--- config.mk ---
export PLATFORM = sky130hd
export DESIGN_NAME = mux_4_to_1
export DESIGN_NICKNAME = d
export VERILOG_FILES = /design/src/rtl/mux_pkg.sv /design/src/rtl/mux_4_to_1_comb.sv /design/src/rtl/mux_4_to_1.sv
export SDC_FILE = /design/constraint.sdc
export NUM_CORES = 1
export LEC_CHECK = 0
export ABC_AREA = 1
export BUFFER_PORTS_ARGS = -buffer_cell sky130_fd_sc_hd__buf_4
export CORE_AREA = 2 2 153 155
export DETAILED_ROUTE_END_ITERATION = 12
export DIE_AREA = 0 0 155 157
export PLACE_DENSITY = 0.5
export SLEW_MARGIN = 10
export SYNTH_ARGS = -nofsm -noshare
export SYNTH_HDL_FRONTEND = slang
export SYNTH_SLANG_ARGS = --single-unit
--- constraint.sdc ---
create_clock -name clk -period 1.22 [get_ports clk]
set_input_delay 0.122 -clock clk [delete_from_list [all_inputs] [get_ports clk]]
set_output_delay 0.122 -clock clk [all_outputs]
set_load 0.02 [all_outputs]
--- src/rtl/mux_pkg.sv ---
// Shared select-code definitions for the 4-input word multiplexer.
package mux_pkg;

    typedef logic [1:0] sel4_t;

    localparam sel4_t SEL_I0 = 2'd0;
    localparam sel4_t SEL_I1 = 2'd1;
    localparam sel4_t SEL_I2 = 2'd2;
    localparam sel4_t SEL_I3 = 2'd3;

endpackage

--- src/rtl/mux_4_to_1_comb.sv ---
// Purely combinational 4:1 word selector; every select code maps to one input.
module mux_4_to_1_comb
    import mux_pkg::*;
#(
    parameter int Size = 64
) (
    input  sel4_t            sel,
    input  logic [Size-1:0]  i0,
    input  logic [Size-1:0]  i1,
    input  logic [Size-1:0]  i2,
    input  logic [Size-1:0]  i3,
    output logic [Size-1:0]  data_o
);

    always_comb begin
        case (sel)
            SEL_I0: data_o = i0;
            SEL_I1: data_o = i1;
            SEL_I2: data_o = i2;
            SEL_I3: data_o = i3;
        endcase
    end

endmodule

--- src/rtl/mux_4_to_1.sv ---
// 4:1 word mux with zero-latency output plus a load-enabled registered copy.
// Optional registered parity output enabled by defining MUX_4_TO_1_PARITY_EN.
module mux_4_to_1
    import mux_pkg::*;
#(
    parameter int Size = 64
) (
    input  logic             clk,
    input  logic             rst_n,
    input  sel4_t            sel,
    input  logic [Size-1:0]  i0,
    input  logic [Size-1:0]  i1,
    input  logic [Size-1:0]  i2,
    input  logic [Size-1:0]  i3,
    input  logic             en_i,
    output logic [Size-1:0]  data_o,
    output logic [Size-1:0]  data_q_o,
    output logic             valid_o,
    output sel4_t            sel_q_o
`ifdef MUX_4_TO_1_PARITY_EN
    ,
    output logic             parity_o
`endif
);

    logic [Size-1:0] data_d, data_q;
    sel4_t           sel_d, sel_q;
    logic            valid_d, valid_q;

    mux_4_to_1_comb #(
        .Size (Size)
    ) u_comb (
        .sel    (sel),
        .i0     (i0),
        .i1     (i1),
        .i2     (i2),
        .i3     (i3),
        .data_o (data_o)
    );

    // Output register stage: load on en_i, otherwise hold; valid is sticky until reset.
    always_comb begin
        data_d  = data_q;
        sel_d   = sel_q;
        valid_d = valid_q;
        if (en_i) begin
            data_d  = data_o;
            sel_d   = sel;
            valid_d = 1'b1;
        end
    end

    always_ff @(posedge clk or negedge rst_n) begin
        if (!rst_n) begin
            data_q  <= '0;
            sel_q   <= SEL_I0;
            valid_q <= 1'b0;
        end else begin
            data_q  <= data_d;
            sel_q   <= sel_d;
            valid_q <= valid_d;
        end
    end

    assign data_q_o = data_q;
    assign sel_q_o  = sel_q;
    assign valid_o  = valid_q;

`ifdef MUX_4_TO_1_PARITY_EN
    logic parity_d, parity_q;

    // Parity is computed from the word being loaded so it lands with data_q.
    always_comb begin
        parity_d = parity_q;
        if (en_i) begin
            parity_d = ^data_o;
        end
    end

    always_ff @(posedge clk or negedge rst_n) begin
        if (!rst_n) begin
            parity_q <= 1'b0;
        end else begin
            parity_q <= parity_d;
        end
    end

    assign parity_o = parity_q;
`endif

endmodule

==> summary.txt <==
Status
  – Outcome: finished with violations
  – Violated checks: negative setup slack

Worst setup path
  – Library cell appearing most often on the critical path: buf_12
  – Worst EP required: 1.10 ns
  – R2R Path End: valid_o
  – Crit-path max cell delay: 0.19 ns
  – Start of the worst register-to-register path: valid_o
  – CP Cell Sequence: buf_12 -> buf_12 -> nor2_4 -> buf_12 -> clkbuf_16 -> nand2_1 -> and2_1 -> buf_4
  – Critical Path Fanout Max: 14
  – Worst reg2reg path depth: 1
  – Type of element capturing the critical path: output port
  – Setup slack of the most critical reg-to-reg path: 0.46 ns
  – Arrival time at the worst endpoint: 1.20 ns
  – Worst Path Class, Setup: input port to output port
  – Cell at the slowest stage of the critical path: clkbuf_16
  – Element type at the critical path start: input port

Timing
  – Unrepaired setup endpoints after global routing: yes
  – Final Hold Viols: 0
  – Total count of max-transition violations in the final report: 0
  – Post-layout min period: 1.33 ns
  – Slew at the pin closest to its max-slew limit: 0.525 ns
  – Worst Clk Skew: 0 ns
  – Max frequency: 754 MHz
  – Final setup violation count: 64
  – Slew margin rel.: 65.0%
  – Worst setup slack after layout: -0.107 ns
  – Tcrit/Tclk final: 109%

Clock tree
  – Total number of H-tree levels: 3
  – Number of buffers created by CTS: 9
  – Clock root buffer: clkbuf_16
  – Clock latency reported for the late side of the worst-skew pair: 0.33 ns
  – Buffers from clock root to sink, at most: 2
  – TritonCTS clock tree: done
  – Clk pin slew, worst setup/hold paths: 0.06 ns
  – Clk sink count: 67

Min path
  – End point of the most critical hold path: valid_o
  – Kind of path behind the tightest hold check: input port to register
  – Hold_sp: en_i
  – Worst hold path cell count: 2

Route
  – Wire length after detailed routing: 26700 um
  – Antenna Violating Nets Remaining: 0
  – Number of DRC markers after the initial detailed-route iteration: 296
  – Via count normalized by instance count: 4.46
  – Drt pass-1 iters: 4
  – Post-DR wirelength/cell: 16.9 um
  – Post-route DRC: 0
  – Total via count in the routed design: 7046

Finish
  – Multi-input gate area in the final layout: 3200 um2
  – Leading cell types in the layout, fill and taps excluded: buf_4 (473), nand2_1 (241), nand3_1 (169)
  – Number of fill cells: 2350
  – Count of antenna diodes in the layout: 0
  – Commonest non-fill, non-tap cell in the layout: buf_4
  – Count of placed standard cells in the final layout, fillers left out: 1581
  – Layout cells sized above 1: 50.8%
  – Synthesis-to-layout area growth: 105%
  – Sequential Area: 1680 um2
  – Post-layout nets: 1552
  – Post-layout instance area: 10500 um2

Placed design
  – Placed cell count: 1543
  – Placement Cell Area: 9270 um2
  – Placer Congestion: 0.851
  – PortBufs: 391
  – Half-perimeter wire length after placement: 19100 um

Floorplan
  – Placeable core region: 22500 um2
  – Width of the die: 155 um
  – Vert. Die Dim: 157 um
  – Number of ports placed on the die boundary: 392
  – Die outline area: 24300 um2
  – Row count: 55
  – Initial standard-cell utilization of the core: 22.7%

Logic synthesis
  – Post-Synthesis Cell Area: 5110 um2
  – Flip-flop and latch count after synthesis: 67
  – Xor/xnor cell area share of the yosys netlist: 0%
  – Syn_nets: 1051
  – Main combinational cell family by area after synthesis: simple AND/OR/NAND/NOR gates
  – Post-synthesis average cell area: 6.46 um2
  – Post-synthesis sequential area ratio: 32.8%
  – Compound-gate portion of the synthesized area: 8.28%
  – Fraction of synthesized area in multiplexers: 0%
  – Mapped Cells: 790
  – Distinct cells, synth: 15
  – Simple-gate share of the synthesized area: 47.3%
  – Synth warn: 0
  – Adder-Cell Fraction of Synth Area: 0%

Global routing
  – Via count of the first global-routing pass: 6790
  – Aggregate global-route resource usage: 19.3%
  – Residual overflow from global routing: 0
  – Wire length of the first global-routing pass: 36600 um
  – Pin count of the biggest net entering global routing: 50
  – Initial antenna violation count: 1

Pwr
  – Static leakage power: 5.78 nW
  – Cell internal pwr: 6.24 mW
  – Power share of the sequential group: 27.8%
  – Portion of total power attributed to the clock network: 27.4%
  – Final Power: 9.48 mW
  – Switching power as a share of total power: 34.2%
  – NetSw: 3.24 mW
  – Largest vdd supply drop: 0.531 mV
  – Power Dens Cells: 905 nW/um2
  – Combinational Power Share: 44.9%

Run
  – Number of max-cap violations: 0
[what timing repair did]
action | CTS | global route
hold endpoints to repair | 67 | 0
resized for setup | 24 | 145
hold buffers | 1 | 0
setup buffers | 0 | 12
endpoints found under the setup margin | 64 | 64
cloned | 1 | 8
pin swaps | 0 | 17
[cell families (layout without fill, tap and decap cells)]
| logic type | count (synthesis) | after routing |
|---|---|---|
| AOI/OAI and AO/OA | 57 | 57 |
| buffers and inverters | 131 | 637 |
| DFF | 67 | 67 |
| and+or+nand+nor | 535 | 535 |
[worst max path at each step]
stage	from	end	slack, ns	cells after the start
3_5_place_dp	sel[1]	data_o[49]	-0.17	8
3_3_place_gp	sel[1]	data_o[19]	-0.15	6
5_1_grt	sel[0]	data_o[10]	-0.15	8
2_1_floorplan	sel[0]	data_o[10]	0.12	7
6_report	sel[0]	data_o[56]	-0.11	8
4_1_cts	sel[0]	data_o[37]	-0.14	8
[final cells by class]
cell class	instances	share of cell area [%]
Timing Repair Buffer	544	44.3
Multi-Input combinational cell	592	30.5
Sequential cell	67	16.0
Tap cell	285	3.40
Inverter	77	2.93
Clock buffer	12	2.54
Clock inverter	4	0.299
[power by group through the flow]
stage | registers [mW] | logic [mW] | clock network [mW]
2_1_floorplan | 2.98 | 1.28 | 0
3_3_place_gp | 2.66 | 3.80 | 0
3_5_place_dp | 2.66 | 3.80 | 0
4_1_cts | 2.63 | 3.87 | 2.70
5_1_grt | 2.67 | 4.57 | 2.80
6_report | 2.63 | 4.25 | 2.60
[cell usage after synthesis (all sizes together)]
| cell | n | area [um2] |
|---|---|---|
| nand3 | 189 | 946 |
| o21ai | 2 | 10.0 |
| clkbuf | 14 | 52.6 |
| o21bai | 55 | 413 |
| nor2 | 1 | 11.3 |
| dfrtp | 67 | 1680 |
| inv | 77 | 289 |
| nand2 | 280 | 1050 |
| or2 | 1 | 6.26 |
| and2 | 64 | 400 |
| buf | 40 | 250 |
[stage by stage]
stage / hold slack [ns] / utilization (%) / setup WS [ns] / TNS [ns]
floorplan: -0.174 / - / 0.121 / 0
global placement: 0.179 / 41.2 / -0.152 / -9.35
detailed placement: 0.181 / 41.2 / -0.166 / -10.04
CTS: 0.0687 / 43.0 / -0.136 / -5.84
global route: 0.0720 / 46.6 / -0.148 / -6.34
finish: 0.0786 / 46.6 / -0.107 / -3.53
[metal layers]
layer  vias up  global-route usage, %  part of all wire, %
met5         -                      0                0.037
li1       3525                      -                    -
met1      3201                   22.7                   41
met4         2                   6.26                  2.3
met2       279                   34.0                   49
met3        39                   5.53                  7.6
[flip-flops by register name, indices dropped and copies added, names as in the netlist]
name / count
data_q_o: 64
sel_q_o: 2
valid_o: 1
[critical path: cells and delay by family]
family                 cells  cell delay, ns
buffers and inverters      5            0.74
and+or+nand+nor            3            0.33
Power figures use the tool's default switching activity.
